$ cat config.mk
export PLATFORM = sky130hd
export DESIGN_NAME = calc_cmd_sequencer
export DESIGN_NICKNAME = d
export VERILOG_FILES = /design/src/rtl/calc_pkg.sv /design/src/rtl/cmd_fifo.sv /design/src/rtl/calc_cmd_sequencer.sv
export SDC_FILE = /design/constraint.sdc
export NUM_CORES = 1
export LEC_CHECK = 0
export ABC_AREA = 1
export CORE_UTILIZATION = 25
export DETAILED_ROUTE_END_ITERATION = 10
export PLACE_DENSITY = 0.37
export SYNTH_ARGS = -nofsm -noshare
export SYNTH_HDL_FRONTEND = slang
export SYNTH_SLANG_ARGS = --single-unit
$ cat constraint.sdc
create_clock -name clock_i -period 5.05 [get_ports clock_i]
set_input_delay 1.01 -clock clock_i [delete_from_list [all_inputs] [get_ports clock_i]]
set_output_delay 1.01 -clock clock_i [all_outputs]
set_load 0.02 [all_outputs]
$ cat src/rtl/calc_pkg.sv
// rtl/calc_pkg.sv - shared constants, state enum and status helper for the calculator command sequencer
package calc_pkg;

  // Core status encodings (2'b11 is treated as an error)
  localparam logic [1:0] ST_ERR   = 2'b00;
  localparam logic [1:0] ST_BUSY  = 2'b01;
  localparam logic [1:0] ST_READY = 2'b10;

  // Keypad operator codes
  localparam logic [3:0] CMD_ADD  = 4'hA;
  localparam logic [3:0] CMD_SUB  = 4'hB;
  localparam logic [3:0] CMD_MUL  = 4'hC;
  localparam logic [3:0] CMD_EQ   = 4'hE;
  localparam logic [3:0] CMD_BKSP = 4'hF;

  typedef enum logic [1:0] {
    IDLE,
    ISSUE,
    WAIT_READY,
    ERROR
  } seq_state_t;

  // Both 00 and the undefined 11 count as a core fault
  function automatic logic status_is_err(input logic [1:0] status);
    return (status == ST_ERR) || (status == 2'b11);
  endfunction

endpackage

$ cat src/rtl/cmd_fifo.sv
// rtl/cmd_fifo.sv - keypad code FIFO with push/pop/flush, full/empty flags and occupancy level
//
// Ports:
//   clock_i, reset_i       : clock, asynchronous active-high reset
//   flush_i                : empties the FIFO; wins over a same-cycle push/pop
//   push_i, data_i         : write data_i at the tail (ignored when full)
//   pop_i, data_o          : data_o is the head; pop_i advances it (ignored when empty)
//   full_o, empty_o        : occupancy flags
//   level_o                : number of stored entries, 0..DEPTH
module cmd_fifo
  import calc_pkg::*;
#(
  parameter int DEPTH = 8,
  parameter int WIDTH = 4
) (
  input  logic                     clock_i,
  input  logic                     reset_i,
  input  logic                     flush_i,
  input  logic                     push_i,
  input  logic [WIDTH-1:0]         data_i,
  input  logic                     pop_i,
  output logic [WIDTH-1:0]         data_o,
  output logic                     full_o,
  output logic                     empty_o,
  output logic [$clog2(DEPTH):0]   level_o
);

  localparam int AW = $clog2(DEPTH);

  logic [WIDTH-1:0] mem_q [DEPTH];
  logic [AW-1:0]    wr_ptr_q;
  logic [AW-1:0]    rd_ptr_q;
  logic [AW:0]      level_q;
  logic             do_push;
  logic             do_pop;

  assign full_o  = (level_q == (AW+1)'(DEPTH));
  assign empty_o = (level_q == '0);
  assign level_o = level_q;
  assign data_o  = mem_q[rd_ptr_q];

  assign do_push = push_i && !full_o && !flush_i;
  assign do_pop  = pop_i && !empty_o && !flush_i;

  // Pointers wrap naturally since DEPTH is a power of two
  always_ff @(posedge clock_i or posedge reset_i) begin
    if (reset_i) begin
      wr_ptr_q <= '0;
      rd_ptr_q <= '0;
      level_q  <= '0;
    end else if (flush_i) begin
      wr_ptr_q <= '0;
      rd_ptr_q <= '0;
      level_q  <= '0;
    end else begin
      if (do_push) wr_ptr_q <= wr_ptr_q + 1'b1;
      if (do_pop)  rd_ptr_q <= rd_ptr_q + 1'b1;
      case ({do_push, do_pop})
        2'b10:   level_q <= level_q + 1'b1;
        2'b01:   level_q <= level_q - 1'b1;
        default: level_q <= level_q;
      endcase
    end
  end

  // Storage needs no reset; stale entries are never visible once pointers clear
  always_ff @(posedge clock_i) begin
    if (do_push) mem_q[wr_ptr_q] <= data_i;
  end

endmodule

$ cat src/rtl/calc_cmd_sequencer.sv
// rtl/calc_cmd_sequencer.sv - issues buffered keypad codes to the calculator core one per ready window
//
// Ports:
//   clock_i, reset_i  : clock, asynchronous active-high reset
//   key_valid_i       : keypad code present, accepted when key_ready_o=1
//   key_code_i        : keypad code (digits, operators, equals, backspace)
//   calc_status_i     : core status (00 err, 01 busy, 10 ready, 11 err)
//   clear_i           : synchronous clear of flags, FIFO and FSM
//   cmd_o             : registered command to the core (IDLE_CMD when nothing active)
//   key_ready_o       : FIFO not full and not in ERROR
//   fifo_level_o      : FIFO occupancy
//   busy_o            : a command is in flight (ISSUE or WAIT_READY)
//   err_o, timeout_o  : sticky core-error and acknowledge-timeout flags
module calc_cmd_sequencer
  import calc_pkg::*;
#(
  parameter int         FIFO_DEPTH  = 8,
  parameter int         ACK_TIMEOUT = 16,
  parameter logic [3:0] IDLE_CMD    = 4'hD
) (
  input  logic                         clock_i,
  input  logic                         reset_i,
  input  logic                         key_valid_i,
  input  logic [3:0]                   key_code_i,
  input  logic [1:0]                   calc_status_i,
  input  logic                         clear_i,
  output logic [3:0]                   cmd_o,
  output logic                         key_ready_o,
  output logic [$clog2(FIFO_DEPTH):0]  fifo_level_o,
  output logic                         busy_o,
  output logic                         err_o,
  output logic                         timeout_o
);

  localparam int CW = $clog2(ACK_TIMEOUT) + 1;

  seq_state_t       state_q;
  logic [3:0]       cmd_q;
  logic [CW-1:0]    cnt_q;
  logic             err_q;
  logic             timeout_q;

  logic             fifo_full;
  logic             fifo_empty;
  logic [3:0]       fifo_head;
  logic             push;
  logic             pop;
  logic             flush;
  logic             go_err;

  // Status faults only matter while a command is in flight
  assign go_err = ((state_q == ISSUE) || (state_q == WAIT_READY)) && status_is_err(calc_status_i);
  assign pop    = (state_q == IDLE) && (calc_status_i == ST_READY) && !fifo_empty && !clear_i;
  assign push   = key_valid_i && key_ready_o;
  // Flushing on the entry edge too, so the FIFO reads empty as soon as ERROR is visible
  assign flush  = clear_i || (state_q == ERROR) || go_err;

  assign key_ready_o = !fifo_full && (state_q != ERROR);
  assign busy_o      = (state_q == ISSUE) || (state_q == WAIT_READY);
  assign cmd_o       = cmd_q;
  assign err_o       = err_q;
  assign timeout_o   = timeout_q;

  cmd_fifo #(
    .DEPTH (FIFO_DEPTH),
    .WIDTH (4)
  ) u_fifo (
    .clock_i (clock_i),
    .reset_i (reset_i),
    .flush_i (flush),
    .push_i  (push),
    .data_i  (key_code_i),
    .pop_i   (pop),
    .data_o  (fifo_head),
    .full_o  (fifo_full),
    .empty_o (fifo_empty),
    .level_o (fifo_level_o)
  );

  always_ff @(posedge clock_i or posedge reset_i) begin
    if (reset_i) begin
      state_q   <= IDLE;
      cmd_q     <= IDLE_CMD;
      cnt_q     <= '0;
      err_q     <= 1'b0;
      timeout_q <= 1'b0;
    end else if (clear_i) begin
      state_q   <= IDLE;
      cmd_q     <= IDLE_CMD;
      cnt_q     <= '0;
      err_q     <= 1'b0;
      timeout_q <= 1'b0;
    end else begin
      case (state_q)
        IDLE: begin
          if (pop) begin
            cmd_q   <= fifo_head;
            cnt_q   <= '0;
            state_q <= ISSUE;
          end
        end
        ISSUE: begin
          if (go_err) begin
            err_q   <= 1'b1;
            cmd_q   <= IDLE_CMD;
            state_q <= ERROR;
          end else if (calc_status_i == ST_BUSY) begin
            // Drop the code on the edge the core acknowledges it
            cmd_q   <= IDLE_CMD;
            state_q <= WAIT_READY;
          end else if (cnt_q == CW'(ACK_TIMEOUT - 1)) begin
            timeout_q <= 1'b1;
            cmd_q     <= IDLE_CMD;
            state_q   <= IDLE;
          end else begin
            cnt_q <= cnt_q + 1'b1;
          end
        end
        WAIT_READY: begin
          if (go_err) begin
            err_q   <= 1'b1;
            state_q <= ERROR;
          end else if (calc_status_i == ST_READY) begin
            state_q <= IDLE;
          end
        end
        ERROR: begin
          err_q <= 1'b1;
          cmd_q <= IDLE_CMD;
        end
        default: begin
          state_q <= IDLE;
          cmd_q   <= IDLE_CMD;
        end
      endcase
    end
  end

endmodule

==> results of run 1 <==
[per-stage QoR]
step           std cells  total power, mW  utilization, %
2_1_floorplan        304            0.863               -
3_3_place_gp         461             1.02            29.0
3_5_place_dp         461             1.01            29.0
4_1_cts              469             1.33            30.1
5_1_grt              469             1.39            30.1
6_report             469             1.30            30.1
[Yosys cell counts (all sizes together)]
cell	n
o22ai	1
inv	33
a21oi	8
nor2	30
edfxtp	32
nand4	1
nor3	2
ha	12
dfrtp	20
dfstp	3
xor2	1
xnor2	1
nor4	1
nand2	102
o21ai	15
nand3	35
fa	1
a31oi	1
o211ai	1
buf	4
[critical path, cell delays in order]
cell	delay (ps)
clkdlybuf4s50_1	490
inv_1	50
ha_1	340
nand2_2	130
nand2_4	90
nor2_2	160
nand2_1	100
inv_2	100
ha_1	260
a21oi_1	180
nand3_1	90
nand2_1	90
inv_1	40
nand2_1	40
nand2_1	50
nand2_1	50
nand2_1	40
[state kept, by name (all words and copies together) (netlist names)]
name and cells:
u_fifo.wr_ptr_q 3, u_fifo.level_o 4, timeout_o 1, cmd_o 4, cnt_q 5, u_fifo.rd_ptr_q 3
err_o 1, state_q 2, u_fifo.mem_q 32
[worst paths after layout]
path | from | slack [ps] | cells past startpoint | to
setup reg to reg | state_q[0] | 2580 | 16 | u_fifo.level_o[3]
min in group asynchronous | reset_i | 1210 | 2 | state_q[0]
max in group asynchronous | reset_i | 3250 | 2 | u_fifo.wr_ptr_q[0]
setup / recovery | calc_status_i[0] | 1950 | 17 | u_fifo.level_o[3]
hold reg to reg | cmd_o[0] | 480 | 2 | cmd_o[0]
hold / removal | cmd_o[0] | 480 | 2 | cmd_o[0]
[power by group through the flow]
stage	registers [mW]	clock network (mW)	logic (mW)
after detailed placement	0.591	0	0.421
final	0.579	0.312	0.413
after floorplan	0.609	0	0.254
after global placement	0.591	0	0.428
after CTS	0.581	0.326	0.422
after global routing	0.590	0.338	0.468
[cells by family after synthesis]
| group | after synthesis | share of synthesized area (%) |
|---|---|---|
| buffers and inverters | 37 | 5.44 |
| and+or+nand+nor | 171 | 27.3 |
| xor gates and xnor gates | 2 | 0.630 |
| AOI/OAI and AO/OA | 26 | 5.13 |
| DFF | 55 | 55.4 |
| adders and majority gates | 13 | 6.11 |
[area by class of cell]
cell class | instances | area [µm²] | share of cell area (%)
clock inverters | 3 | 47.5 | 1.46
well taps | 140 | 175 | 5.37
clock buffers | 5 | 68.8 | 2.11
repair buffers | 21 | 210 | 6.44
flip-flops and latches | 55 | 1540 | 47.2
inverters | 33 | 129 | 3.95
multi-input cells | 212 | 1090 | 33.4
[metal layers]
layer  global-route usage [%]  vias up  wire (µm)
met5                        0        -          0
met1                     15.1      902       3040
met4                     3.23        0         41
li1                         -     1042          -
met3                     2.00        4        143
met2                     18.9       23       2910
==> results.sh, run 1 <==
export IMPL_period_needed_ps=3100
export IMPL_cts_root_buf="clkbuf_8"
export IMPL_place_ws_ps=1630
export IMPL_synth_top_cells_by_area="edfxtp_1, dfrtp_1, nand2_1"
export IMPL_antenna_found_initial=0
export IMPL_diodes=0
export IMPL_power_frac_comb_pct=31.7
export IMPL_rsz0062_at_grt="false"
export IMPL_vdd_drop_max_v=0.000180
export IMPL_tightest_slew_ps=967
export IMPL_final_hold_viol_count=0
export IMPL_dr_first_iter_drc_count=50
export IMPL_viasPerCell=4.20
export IMPL_cp_max_fo=4
export IMPL_clockPowerShare_pct=23.9
export IMPL_die_area_mm2=0.0116
export IMPL_maxSlewViolCount=0
export IMPL_switching_share_pct=35.8
export IMPL_placed_area_mm2=0.00315
export IMPL_ant_nets=0
export IMPL_start_util_pct=25.7
export IMPL_wl_per_cell_um=13.1
export IMPL_drive_above_1_share_pct=11.2
export IMPL_ys_types=30
export IMPL_arrival_ps=3320
export IMPL_cts_buffers_inserted=5
export IMPL_grt_max_degree=24
export IMPL_syn_to_final_growth_pct=17.2
export IMPL_via_count=1971
export IMPL_grt_pass1_vias=1975
export IMPL_drc=0
export IMPL_fin_worst_skew_ps=9.94
export IMPL_final_cell_mix="nand2_1, nand3_1, edfxtp_1, nor2_1, inv_1"
export IMPL_synth_avg_cell_area_um2=9.15
export IMPL_post_cts_buffers=0
export IMPL_yosys_area_top_type="edfxtp_1"
export IMPL_switchingPower_uw=467
export IMPL_period_share_pct=61.3
export IMPL_run_status="finished, final reports clean"
export IMPL_synth_seq_cells=55
export IMPL_globalplace_congestion=0.726
export IMPL_design_area_mm2=0.00326
export IMPL_cts_buffer_depth=2
export IMPL_pwr_share_seq_pct=44.4
export IMPL_drv_cap=0
export IMPL_io_pins=22
export IMPL_final_common_cell="nand2_1"
export IMPL_slew_headroom_pct=35.4
export IMPL_ys_seq_area_share_pct=55.4
export IMPL_firstDrtPassIters=4
export IMPL_die_h_um=108
export IMPL_ctsResizeCount=0
export IMPL_synth_top_cell_area_share_pct=34.5
export IMPL_synth_fp_nets=327
export IMPL_setup_tns_ps=0
export IMPL_max_freq_mhz=323
export IMPL_n_fill_cell=1158
export IMPL_syn_inst=304
export IMPL_crit_type="in -> reg"
export IMPL_fp_dieW_um=108
export IMPL_worstPathRequired_ps=5270
export IMPL_whs_ps=476
export IMPL_core_area_mm2=0.0108
export IMPL_startpoint_type="input pin"
export IMPL_track_usage_pct=11.4
export IMPL_cts_tree="built"
export IMPL_grt_pass1_wl_um=9960
export IMPL_wl_um=6130
export IMPL_p_leak_nw=1.39
export IMPL_setup_viol_count_final=0
export IMPL_io_buffers=21
export IMPL_cts_sinks=55
export IMPL_num_rows=38
export IMPL_setup_slack_ps=1950
export IMPL_netlist_area_mm2=0.00278
export IMPL_dp_hpwl_um=4450
export IMPL_holdCritPathClass="reg -> reg"
export IMPL_num_nets_final=351
export IMPL_gr_total_overflow=0
export IMPL_clk_pin_slew_worst_paths_ps=110
export IMPL_powerDensity_mw_per_mm2=400
export IMPL_cts_max_level=2
export IMPL_ys_warn_count=0
export IMPL_clock_latency_ps=320
export IMPL_internal_power_uw=837
export IMPL_end_kind="flop"
export IMPL_cts_hold_buf=0
(Power assumes the default switching activity.)
==> run 2, diff against run 1 <==
- clock period: 5.05 -> 2.92 ns (I/O delays scaled with it)
==> results.sh, run 2 (synthesized netlist as in run 1, its figures left out) <==
export IMPL_powerDensity_mw_per_mm2=655
export IMPL_syn_to_final_growth_pct=20.4
export IMPL_num_rows=38
export IMPL_internal_power_mw=1.38
export IMPL_dr_first_iter_drc_count=88
export IMPL_fin_util_pct=30.9
export IMPL_cp_max_fo=4
export IMPL_die_area_mm2=0.0116
export IMPL_arrival_ps=2840
export IMPL_final_cell_mix="nand2_1, nand3_1, edfxtp_1, nor2_1, inv_1"
export IMPL_die_h_um=108
export IMPL_wl_um=6250
export IMPL_fp_dieW_um=108
export IMPL_crit_type="in -> reg"
export IMPL_worstPathRequired_ps=3180
export IMPL_n_fill_cell=1155
export IMPL_min_to="cmd_o[0]"
export IMPL_drv_cap=0
export IMPL_cts_root_buf="clkbuf_8"
export IMPL_vdd_drop_max_v=0.000223
export IMPL_antenna_found_initial=0
export IMPL_switchingPower_uw=812
export IMPL_regMostFlops="u_fifo.mem_q"
export IMPL_viasPerCell=4.27
export IMPL_ff2ff_setup_slack_ps=480
export IMPL_cts_buffer_depth=2
export IMPL_core_area_mm2=0.0108
export IMPL_ctsResizeCount=0
export IMPL_holdCritPathClass="reg -> reg"
export IMPL_io_buffers=21
export IMPL_drive_above_1_share_pct=14.8
export IMPL_p_leak_nw=1.46
export IMPL_num_nets_final=366
export IMPL_final_common_cell="nand2_1"
export IMPL_maxSlewViolCount=0
export IMPL_post_cts_buffers=0
export IMPL_clock_latency_ps=310
export IMPL_period_share_pct=88.4
export IMPL_gr_total_overflow=0
export IMPL_period_needed_ps=2580
export IMPL_whs_path_depth=2
export IMPL_cts_sinks=55
export IMPL_dp_hpwl_um=4560
export IMPL_fin_worst_skew_ps=13.2
export IMPL_min_delay_start="cmd_o[0]"
export IMPL_cts_tree="built"
export IMPL_cts_buffers_inserted=5
export IMPL_clockPowerShare_pct=20.3
export IMPL_tightest_slew_ps=424
export IMPL_switching_share_pct=37.0
export IMPL_ant_nets=0
export IMPL_pwr_share_seq_pct=45.2
export IMPL_setup_viol_count_final=0
export IMPL_rsz0062_at_grt="false"
export IMPL_r2r_end="u_fifo.level_o[3]"
export IMPL_globalplace_congestion=0.745
export IMPL_top_regs="u_fifo.mem_q: 32 flops, cnt_q: 5 flops"
export IMPL_track_usage_pct=11.6
export IMPL_cts_max_level=2
export IMPL_worstReg2RegStart="state_q[0]"
export IMPL_run_status="finished, final reports clean"
export IMPL_largest_reg_flops=32
export IMPL_wl_per_cell_um=12.9
export IMPL_firstDrtPassIters=5
export IMPL_grt_max_degree=24
export IMPL_io_pins=22
export IMPL_max_freq_mhz=387
export IMPL_via_count=2066
export IMPL_grt_pass1_wl_um=10200
export IMPL_diodes=0
export IMPL_startpoint_type="input pin"
export IMPL_slew_headroom_pct=71.8
export IMPL_setup_tns_ps=0
export IMPL_drc=0
export IMPL_cts_hold_buf=0
export IMPL_start_util_pct=25.7
export IMPL_grt_pass1_vias=2009
export IMPL_end_kind="flop"
export IMPL_reg2reg_depth=17
export IMPL_final_hold_viol_count=0
export IMPL_power_frac_comb_pct=34.5
export IMPL_clk_pin_slew_worst_paths_ps=110
-- run 2: layout make-up --
class                      count  area [µm²]  share of cell area [%]
sequential                    55        1540                    46.0
multi-input combinational    212        1090                    32.6
timing repair buffer          36         323                    9.63
tap                          140         175                    5.23
inverter                      33         129                    3.85
clock buffer                   5        68.8                    2.05
clock inverter                 3        23.8                   0.709
-- run 2: worst max path at each step --
stage	depth (start not counted)	slack [ps]	startpoint	endpoint
after global routing	18	150	calc_status_i[0]	u_fifo.level_o[3]
after global placement	17	100	calc_status_i[0]	u_fifo.level_o[3]
final	18	340	calc_status_i[0]	u_fifo.level_o[3]
after floorplan	16	590	calc_status_i[0]	u_fifo.level_o[3]
after CTS	17	350	calc_status_i[0]	u_fifo.level_o[3]
after detailed placement	17	4	calc_status_i[0]	u_fifo.level_o[3]
-- run 2: critical path, cell delays in order --
cell and delay (ps):
clkdlybuf4s50_1 480, inv_1 50, ha_1 310, nand2_2 120, nand2_4 60, nor2_2 130, nand2_1 100, inv_2 100
ha_1 270, a21oi_1 180, nand2_1 80, nand2_1 70, nand2_1 60, inv_1 50, nand2_1 40, nand2_1 60
nand2_1 50, nand2_1 50
-- run 2: layer usage --
layer  global-route usage [%]  routed length (µm)
met2                     19.0                2970
met3                     2.24                 186
met1                     15.5                3020
met4                     3.42                  72
met5                        0                   0
-- run 2: per-stage QoR --
stage	worst slack (ps)	hold slack [ps]	cells	cell area [µm²]	power, mW
floorplan	594	442	304	2780	1.49
global placement	102	455	476	3260	1.79
detailed placement	4.28	458	476	3260	1.77
CTS	353	481	484	3350	2.24
global route	154	493	484	3350	2.36
finish	338	477	484	3350	2.19
-- run 2: power groups by stage --
| stage | combinational (mW) | clock [mW] | sequential [mW] |
|---|---|---|---|
| 6_report | 0.757 | 0.446 | 0.992 |
| 5_1_grt | 0.850 | 0.501 | 1.01 |
| 4_1_cts | 0.769 | 0.474 | 0.995 |
| 3_5_place_dp | 0.764 | 0 | 1.01 |
| 3_3_place_gp | 0.773 | 0 | 1.01 |
| 2_1_floorplan | 0.440 | 0 | 1.05 |
